File: src/rtl/add4_seq_ctrl_if.sv
// Request/completion handshake plus the shared 4-bit adder hookup for add4_seq_ctrl.
// The master side is the requester together with the external adder.
interface add4_seq_ctrl_if #(
  parameter int NIBBLES = 4
);
  localparam int W = 4 * NIBBLES;

  logic         start;
  logic [W-1:0] op_a;
  logic [W-1:0] op_b;
  logic         op_cin;
  logic         busy;
  logic         done;
  logic [W-1:0] result;
  logic         res_cout;
  logic [3:0]   add_a;
  logic [3:0]   add_b;
  logic         add_cin;
  logic [3:0]   add_sum;
  logic         add_cout;

  modport master (
    output start, op_a, op_b, op_cin, add_sum, add_cout,
    input  busy, done, result, res_cout, add_a, add_b, add_cin
  );

  modport slave (
    input  start, op_a, op_b, op_cin, add_sum, add_cout,
    output busy, done, result, res_cout, add_a, add_b, add_cin
  );
endinterface

File: src/rtl/add4_seq_ctrl.sv
// Nibble-serial wide adder sequencer driving one shared external 4-bit adder,
// least-significant nibble first, with a start/busy/done handshake.
//
// state  | meaning
// S_IDLE | waiting for start; adder inputs forced to 0
// S_RUN  | one nibble pair per cycle on the adder, carry chained
// S_DONE | one-cycle completion pulse, result already registered
module add4_seq_ctrl #(
  parameter int NIBBLES = 4
) (
  input logic           clk,
  input logic           rst_n,
  add4_seq_ctrl_if.slave bus
);
  localparam int W  = 4 * NIBBLES;
  localparam int CW = (NIBBLES > 1) ? $clog2(NIBBLES) : 1;
  localparam logic [CW-1:0] CNT_LAST = CW'(NIBBLES - 1);

  typedef enum logic [1:0] {S_IDLE, S_RUN, S_DONE} state_t;

  state_t        state, state_nxt;
  logic [W-1:0]  sh_a, sh_b, acc, acc_nxt, result_q;
  logic [W+3:0]  acc_cat;
  logic          carry, res_cout_q;
  logic [CW-1:0] cnt;
  logic          last;

  assign last    = (cnt == CNT_LAST);
  // New sum nibble enters at the top so the LSB nibble ends up at the bottom.
  assign acc_cat = {bus.add_sum, acc};
  assign acc_nxt = acc_cat[W+3:4];

  always_ff @(posedge clk or negedge rst_n) begin
    if (!rst_n) state <= S_IDLE;
    else        state <= state_nxt;
  end

  always_comb begin
    state_nxt = state;
    case (state)
      S_IDLE:  if (bus.start) state_nxt = S_RUN;
      S_RUN:   if (last) state_nxt = S_DONE;
      S_DONE:  state_nxt = S_IDLE;
      default: state_nxt = S_IDLE;
    endcase
  end

  always_ff @(posedge clk or negedge rst_n) begin
    if (!rst_n) begin
      sh_a       <= '0;
      sh_b       <= '0;
      acc        <= '0;
      carry      <= 1'b0;
      cnt        <= '0;
      result_q   <= '0;
      res_cout_q <= 1'b0;
    end else begin
      case (state)
        S_IDLE: begin
          if (bus.start) begin
            sh_a  <= bus.op_a;
            sh_b  <= bus.op_b;
            carry <= bus.op_cin;
            acc   <= '0;
            cnt   <= '0;
          end
        end
        S_RUN: begin
          acc   <= acc_nxt;
          carry <= bus.add_cout;
          sh_a  <= sh_a >> 4;
          sh_b  <= sh_b >> 4;
          cnt   <= cnt + 1'b1;
          if (last) begin
            result_q   <= acc_nxt;
            res_cout_q <= bus.add_cout;
          end
        end
        default: ;
      endcase
    end
  end

  always_comb begin
    bus.busy     = (state != S_IDLE);
    bus.done     = (state == S_DONE);
    bus.result   = result_q;
    bus.res_cout = res_cout_q;
    bus.add_a    = 4'h0;
    bus.add_b    = 4'h0;
    bus.add_cin  = 1'b0;
    if (state == S_RUN) begin
      bus.add_a   = sh_a[3:0];
      bus.add_b   = sh_b[3:0];
      bus.add_cin = carry;
    end
  end
endmodule

File: src/flat_wrapper.sv
// flat-port wrapper written by rule: the top's interface ports become plain ports
module add4_seq_ctrl_flat 
#(
  parameter int NIBBLES = 4
)
  (clk, rst_n, bus_start, bus_op_a, bus_op_b, bus_op_cin, bus_add_sum, bus_add_cout, bus_busy, bus_done, bus_result, bus_res_cout, bus_add_a, bus_add_b, bus_add_cin);
  add4_seq_ctrl_if #(.NIBBLES(NIBBLES)) bus_i ();
  input logic clk;
  input logic rst_n;
  input wire logic [$bits(bus_i.start)-1:0] bus_start;
  input wire logic [$bits(bus_i.op_a)-1:0] bus_op_a;
  input wire logic [$bits(bus_i.op_b)-1:0] bus_op_b;
  input wire logic [$bits(bus_i.op_cin)-1:0] bus_op_cin;
  input wire logic [$bits(bus_i.add_sum)-1:0] bus_add_sum;
  input wire logic [$bits(bus_i.add_cout)-1:0] bus_add_cout;
  output wire logic [$bits(bus_i.busy)-1:0] bus_busy;
  output wire logic [$bits(bus_i.done)-1:0] bus_done;
  output wire logic [$bits(bus_i.result)-1:0] bus_result;
  output wire logic [$bits(bus_i.res_cout)-1:0] bus_res_cout;
  output wire logic [$bits(bus_i.add_a)-1:0] bus_add_a;
  output wire logic [$bits(bus_i.add_b)-1:0] bus_add_b;
  output wire logic [$bits(bus_i.add_cin)-1:0] bus_add_cin;
  assign bus_i.start = bus_start;
  assign bus_i.op_a = bus_op_a;
  assign bus_i.op_b = bus_op_b;
  assign bus_i.op_cin = bus_op_cin;
  assign bus_i.add_sum = bus_add_sum;
  assign bus_i.add_cout = bus_add_cout;
  assign bus_busy = bus_i.busy;
  assign bus_done = bus_i.done;
  assign bus_result = bus_i.result;
  assign bus_res_cout = bus_i.res_cout;
  assign bus_add_a = bus_i.add_a;
  assign bus_add_b = bus_i.add_b;
  assign bus_add_cin = bus_i.add_cin;
  add4_seq_ctrl #(.NIBBLES(NIBBLES)) u_core (.clk(clk), .rst_n(rst_n), .bus(bus_i));
endmodule
File: config.mk
export PLATFORM = sky130hd
export DESIGN_NAME = add4_seq_ctrl_flat
export DESIGN_NICKNAME = d
export VERILOG_FILES = /design/src/rtl/add4_seq_ctrl_if.sv /design/src/rtl/add4_seq_ctrl.sv /design/src/flat_wrapper.sv
export SDC_FILE = /design/constraint.sdc
export NUM_CORES = 1
export LEC_CHECK = 0
export ABC_AREA = 1
export CORE_ASPECT_RATIO = 1.4
export CORE_MARGIN = 2
export CORE_UTILIZATION = 35
export DETAILED_ROUTE_END_ITERATION = 12
export PLACE_DENSITY = 0.71
export RECOVER_POWER = 25
export SLEW_MARGIN = 20
export SYNTH_ARGS = -nofsm -noshare
export SYNTH_HDL_FRONTEND = slang
export SYNTH_SLANG_ARGS = --single-unit
File: constraint.sdc
create_clock -name clk -period 1.05 [get_ports clk]
set_input_delay 0.1575 -clock clk [delete_from_list [all_inputs] [get_ports clk]]
set_output_delay 0.1575 -clock clk [all_outputs]
set_load 0.03 [all_outputs]
# ---- Word level (Yosys, flattened, before mapping)
# Index checks and enable logic that the tools add are counted.
dict set report op_classes {
  n_mux 16
  n_reduce_logical 6
  n_addsub 1
  eq_ne 5
}
# operator n
set ops {}
lappend ops {{16-bit case mux with 2 select lines} 3}
lappend ops {{16-bit 2-to-1 mux} 3}
lappend ops {{4-bit 2-to-1 mux} 2}
lappend ops {{2-bit case mux with 2 select lines} 2}
lappend ops {{2-bit 2-to-1 mux} 3}
lappend ops {{2-bit AND reduction} 3}
lappend ops {{2-bit == test, second input constant} 2}
lappend ops {{2-bit nonzero test} 2}
lappend ops {{2-bit by 1-bit adder with 2-bit output, second input constant} 1}
lappend ops {{2-bit by 1-bit == test with 1-bit output, second input constant} 1}
lappend ops {{2-bit logical NOT} 1}
lappend ops {{1-bit 2-to-1 mux} 2}
lappend ops {{2-bit by 1-bit inequality test with 1-bit output, second input constant} 1}
lappend ops {{2-bit inequality test, second input constant} 1}
lappend ops {{1-bit case mux with 2 select lines} 1}
dict set report totals {
  reg_bits 70
}

# ---- Logic depth before layout (Yosys ltp)
# Gate-level depths: netlist of run 1.
dict set report depth {
  depth_word 3
  depth_mapped 7
  ltp_nobuf 6
}

# ---- Worst setup path before layout of run 1
# OpenSTA, ideal clock, no wires.
dict set report synth_timing {
  path_type {register -> output}
  from {register u_core.state[1]}
  to {output bus_add_a[0]}
  t_required_ns 0.892
  arrival_time_ns 1.170
  stages_incl_launch_ff 5
  setup_slack_ns -0.277
  n_path_buf 1
  path_cell_list {dfrtp_1 > inv_2 > nand2_4 > buf_2 > nor2_1}
}
dict set report synth_between {
  elab_chain_len 2
}
# item line
set synth_rtl {}
lappend synth_rtl {{start: declaration} add4_seq_ctrl.sv:21} ;# state_t state, state_nxt;
lappend synth_rtl {{start signal: assignment} add4_seq_ctrl.sv:35} ;# else state <= state_nxt;
lappend synth_rtl {{2-bit by 1-bit == test with 1-bit output} add4_seq_ctrl.sv:92} ;# if (state == S_RUN) begin
lappend synth_rtl {{4-bit 2-to-1 mux} add4_seq_ctrl.sv:92}
lappend synth_rtl {{end: declaration} flat_wrapper.sv:20} ;# output wire logic [$bits(bus_i.add_a)-1:0] bus_add_a;
# No other way between the ends.

# ---- Worst setup path after layout of run 1
dict set report layout_timing {
  from {register u_core.state[0]}
  to {output bus_add_a[0]}
}
# Same word-level chain as after synthesis.

==> impl_metrics.tcl, run 1 <==
set metrics [dict create \
    crit_type "reg -> out" \
    ys_async_sr_fraction 1.000 \
    cap_violations 0 \
    p_comb_frac 0.593 \
    drc 0 \
    setup_violations 83 \
    p_clk_frac 0.177 \
    die_h_um 114.5 \
    clkLatencyLatePin_ps 330 \
    num_io_pins 69 \
    vias 3004 \
    fillers 615 \
    arrival_ps 1310 \
    synth_edf_count 0 \
    peakVddDrop_v 0.002284 \
    hold_class "in -> reg" \
    dieWidth_um 82.92 \
    syn-num-nets 402 \
    intPower_mw 11.68 \
    crit_chain "buf_6 > nand2_8 > buf_12 > nor2_4 > buf_6" \
    cts_buffers 9 \
    clkSinkCount 66 \
    place_area_um2 4071 \
    multi_input_area_um2 1698 \
    max-slew-margin-rel 0.5926 \
    p_leak_nw 2.750 \
    hold_ws_ps 387.5 \
    routabilityCongestion 0.7416 \
    grt_pass1_vias 3019 \
    wl_um 10060 \
    cp_num_buf_inv 3 \
    cts_tree "done" \
    drtIter0Drc 191 \
    dieArea_um2 9493 \
    tns_ps -25560 \
    cts_root_buffer "clkbuf_16" \
    syn_avg_cell_area_um2 8.477 \
    yosysWarnings 0 \
    crit_path_max_fanout 6 \
    max_stage_delay_ps 390 \
    detail-route-antenna-nets 0 \
    vias_per_cell 5.083 \
    synth-seq-cells 66 \
    synthFlopType "dfrtp_1" \
    min_period_over_period 1.396 \
    synth_common_cells "nand2_1, dfrtp_1, nand3_1" \
    clk_path_buf_depth 2 \
    power.switching_mw 8.078 \
    synth.most_common_cell "nand2_1" \
    grt_pass1_wl_um 14760 \
    yosys-top-cells-area "dfrtp_1, nand2_1, nand3_1" \
    overflow 0 \
    nets 523 \
    worst_slack_ps -416.1 \
    worstMarginPinSlew_ps 611.1 \
    worstPathRequired_ps 890 \
    max_freq_mhz 682.1 \
    sw_frac_of_total 0.4089 \
    seq_area_frac_synth 0.5412 \
    crit_family "buffers and inverters" \
    failed_checks "negative setup slack" \
    antenna_found_initial 0 \
    postSynthCellCount 360 \
    wire_per_inst_um 17.01 \
    path_clk_slew_ps 60 \
    synthesis.area_um2 3052 \
    synthToLayoutAreaGrowth_pct 83.60 \
    hpwl_um 4852 \
    coreArea_um2 8508 \
    drt_first_pass_iters 4 \
    cpMostUsedCell "buf_6" \
    powerDensity_nw_per_um2 3526 \
    run_status "finished, violations left" \
    fin_worst_skew_ps 6.154 \
    rsz0062_at_grt "yes" \
    place_ws_ps -309.8 \
    grt_usage 0.1937 \
    hold_violations 0 \
    post-route-cell-area_um2 5603 \
    num_rows 40 \
    cpMaxStageDelayCell "dfrtp_1" \
    report.final.slew_viol_count 0 \
    start_kind "flip-flop" \
    grt_max_degree 67 \
    synth_cell_types 21 \
    layout_min_cycle_time_ps 1466 \
    layout-drive-gt1-share 0.5000 \
    yosysTopAreaCellShare 0.5412 \
    synth_area_leader_cell "dfrtp_1" \
    htree_levels 3 \
    antennaDiodeCount 0 \
    seqPwrFrac 0.230 \
    regArea_um2 1654 \
    portBuffers 68 \
    initial_core_util 0.3587 \
    cp-end-kind "primary output" \
]
==> through the flow <==
step / utilization / std cells / power (mW)
final: 0.6585 / 591 / 19.75
after global routing: 0.6585 / 591 / 20.72
after CTS: 0.6131 / 585 / 18.13
after detailed placement: 0.4785 / 540 / 11.39
after global placement: 0.4785 / 540 / 11.19
after floorplan: - / 360 / 8.770
==> layer usage <==
metal,track usage,vias to the layer above,routed length (µm)
met2,0.3468,107,5615
met3,0.05047,19,496
met1,0.2226,1501,3667
met5,0,-,0
li1,-,1377,-
met4,0.07104,0,276
==> cells by family after synthesis <==
logic type / synth area share
adders and majority gates: 0.004099
buffers and inverters: 0.1144
DFF: 0.5412
AOI/OAI and AO/OA: 0.06970
and+or+nand+nor: 0.2706
==> final cells by class <==
| type | instances | area share |
|---|---|---|
| inverters | 53 | 0.03685 |
| flip-flops and latches | 66 | 0.2952 |
| clock buffers | 12 | 0.04399 |
| repair buffers | 130 | 0.2798 |
| multi-input cells | 221 | 0.3030 |
| clock inverters | 4 | 0.01764 |
| well taps | 105 | 0.02345 |
==> final timing paths <==
| path | from | endpoint | slack [ps] | depth (start not counted) |
|---|---|---|---|---|
| worst max-delay path | u_core.state[0]$_DFFE_PN0P_ | bus_add_a[0] | -420 | 5 |
| worst min-delay path | bus_op_a[13] | u_core.sh_a[13]$_DFFE_PN0P_ | 390 | 3 |
| worst max register to register | u_core.state[0]$_DFFE_PN0P_ | u_core.bus.result[8]$_DFFE_PN0P_ | -400 | 8 |
| worst min register to register | u_core.sh_b[5]$_DFFE_PN0P_ | u_core.sh_b[1]$_DFFE_PN0P_ | 510 | 2 |
| max in group asynchronous | rst_n | u_core.bus.result[3]$_DFFE_PN0P_ | 110 | 3 |
| min in group asynchronous | rst_n | u_core.sh_a[8]$_DFFE_PN0P_ | 470 | 3 |
==> flip-flops by register name, indices dropped and copies added, names as in the netlist <==
signal               flops
u_core.state             2
u_core.sh_a             16
u_core.bus.result       16
u_core.sh_b             16
u_core.bus.res_cout      1
u_core.cnt               2
u_core.carry             1
u_core.acc              12
==> power groups by stage <==
stage	Clock, mW	Sequential [mW]	Combinational (mW)
global placement	0	4.21	6.98
CTS	3.51	4.32	10.3
global route	3.65	4.62	12.4
detailed placement	0	4.25	7.13
finish	3.50	4.54	11.7
floorplan	0	4.64	4.13
==> placed cells by master (no fill, tap or decap), drive strengths merged <==
master / count
a22oi: 1
a21oi: 1
ha: 1
bufinv: 3
nor2: 14
clkbuf: 13
dfrtp: 66
o21ai: 28
clkdlybuf4s15: 1
dlygate4sd3: 1
clkinv: 2
buf: 88
clkdlybuf4s50: 39
inv: 52
nand2: 110
nand3: 66
==> worst register-to-register path: cells and delay by family (launching register included) <==
family	cells	cell delay [ps]
compound gates	1	50
buf+inv	4	470
flops	1	390
simple gates	3	440
==> timing repair <==
item | in CTS | in global routing
endpoints found under the setup margin | 79 | 92
cloned | 8 | 2
gates resized for setup | 122 | 96
hold buffers | 1 | 0
buffers inserted | 21 | 11
pin swaps | 16 | 19
endpoints found under the hold margin | 66 | 0
(Power assumes the default switching activity.)
==> inputs of run 2 (changes only) <==
- CORE_MARGIN: 2 -> unset
==> impl_metrics.tcl, run 2 (synthesized netlist as in run 1, its figures left out) <==
set metrics [dict create \
    path_clk_slew_ps 50 \
    htree_levels 3 \
    cts_root_buffer "clkbuf_16" \
    worstMarginPinSlew_ps 599.0 \
    cts_tree "done" \
    nets 520 \
    clkSinkCount 66 \
    die_h_um 112.5 \
    seqPwrFrac 0.242 \
    fin_worst_skew_ps 7.004 \
    arrival_ps 1330 \
    coreArea_um2 8295 \
    grt_pass1_vias 3000 \
    hpwl_um 5000 \
    start_kind "flip-flop" \
    crit_type "reg -> out" \
    final_cell_mix "nand2_1, dfrtp_1, inv_1" \
    max-slew-margin-rel 0.6007 \
    setup_violations 79 \
    cts_buffers 9 \
    synthToLayoutAreaGrowth_pct 75.48 \
    routabilityCongestion 0.7346 \
    vias 2925 \
    report.final.slew_viol_count 0 \
    cp-end-kind "primary output" \
    layout-drive-gt1-share 0.4253 \
    power.switching_mw 7.613 \
    detail-route-antenna-nets 0 \
    wire_per_inst_um 16.68 \
    drtIter0Drc 124 \
    wl_um 9741 \
    grt_max_degree 67 \
    num_rows 39 \
    min_period_over_period 1.416 \
    r2r_setup_slack_ps -400 \
    antennaDiodeCount 0 \
    crit_path_max_fanout 5 \
    worst_slack_ps -437.2 \
    layout_min_cycle_time_ps 1487 \
    powerDensity_nw_per_um2 3428 \
    num_io_pins 69 \
    run_status "finished, violations left" \
    rsz0062_at_grt "yes" \
    drc 0 \
    p_comb_frac 0.607 \
    hold_class "in -> reg" \
    peakVddDrop_v 0.001950 \
    r2r-start "u_core.state[1]$_DFFE_PN0P_" \
    grt_pass1_wl_um 14990 \
    clkLatencyLatePin_ps 330 \
    drt_first_pass_iters 4 \
    hold_depth 3 \
    layout_commonest_cell "nand2_1" \
    cap_violations 0 \
    rr_worst_depth 9 \
    overflow 0 \
    initial_core_util 0.3679 \
    dieArea_um2 9102 \
    place_ws_ps -262.0 \
    hold_violations 0 \
    max_freq_mhz 672.4 \
    p_leak_nw 2.657 \
    portBuffers 68 \
    hold_ws_ps 369.5 \
    antenna_found_initial 0 \
    worstPathRequired_ps 890 \
    rr_endpoint "u_core.acc[12]$_DFFE_PN0P_" \
    min_to "u_core.sh_a[13]$_DFFE_PN0P_" \
    hp-start "bus_op_a[13]" \
    dieWidth_um 80.92 \
    p_clk_frac 0.151 \
    clk_path_buf_depth 2 \
    vias_per_cell 5.009 \
    sw_frac_of_total 0.4147 \
    failed_checks "negative setup slack" \
    intPower_mw 10.74 \
    grt_usage 0.2222 \
]
## run 2: metrics by stage
step	cells	area (µm²)	TNS [ps]	utilization	total power, mW
after floorplan	360	3143	-771.7	-	8.770
after global placement	538	4063	-16050	0.4897	11.17
after detailed placement	538	4063	-17020	0.4897	11.34
after CTS	578	5097	-23840	0.6145	17.31
after global routing	584	5355	-27430	0.6456	19.29
final	584	5355	-25030	0.6456	18.36
## run 2: layout make-up
cell class	instances	area, µm²
Fill cell	626	2940
Sequential cell	66	1654
Timing Repair Buffer	127	1573
Multi-Input combinational cell	221	1511
Clock buffer	13	260.3
Inverter	53	216.5
Tap cell	102	127.6
Clock inverter	2	12.51
## run 2: worst max path at each step
| stage | end | start | cells past startpoint | slack [ps] |
|---|---|---|---|---|
| 2_1_floorplan | bus_add_a[0] | u_core.state[1]$_DFFE_PN0P_ | 4 | -80 |
| 3_3_place_gp | u_core.sh_b[8]$_DFFE_PN0P_ | bus_start | 6 | -240 |
| 3_5_place_dp | u_core.sh_b[2]$_DFFE_PN0P_ | bus_start | 5 | -260 |
| 4_1_cts | bus_add_b[3] | u_core.state[1]$_DFFE_PN0P_ | 6 | -420 |
| 5_1_grt | bus_add_b[2] | u_core.state[1]$_DFFE_PN0P_ | 6 | -470 |
| 6_report | bus_add_b[3] | u_core.state[1]$_DFFE_PN0P_ | 6 | -440 |
## run 2: worst max-delay path, cell delays in order, from the launching register on
cell and delay [ps]:
dfrtp_1 380, buf_6 130, inv_6 60, nand2_8 70
buf_12 140, nor2_4 90, buf_12 120
## run 2: power by group through the flow
stage	Sequential, mW	Clock (mW)	Combinational (mW)
after detailed placement	4.22	0	7.12
after floorplan	4.64	0	4.13
after global placement	4.18	0	6.98
after CTS	4.29	2.75	10.3
after global routing	4.53	2.92	11.8
final	4.44	2.77	11.1
## run 2: metal layers
metal  wire length [µm]  global-route usage  part of all wire
met2               5391              0.3854              0.55
met4                277             0.09643             0.028
met1               3476              0.2480              0.36
met5                  0                   0                 0
met3                596             0.06179             0.061
## run 2: timing repair
| action | CTS | global route |
|---|---|---|
| setup buffers | 16 | 9 |
| pin swaps | 10 | 11 |
| cloned | 9 | 0 |
| hold endpoints to repair | 66 | 0 |
| hold buffers | 1 | 0 |
| setup endpoints to repair | 79 | 93 |
| resized for setup | 96 | 75 |
==> inputs of run 3 (changes only) <==
- GPL_TIMING_DRIVEN: unset -> 1
==> results of run 3 <==
Same layout as run 2: the final DEF is identical, and so are final timing and power.
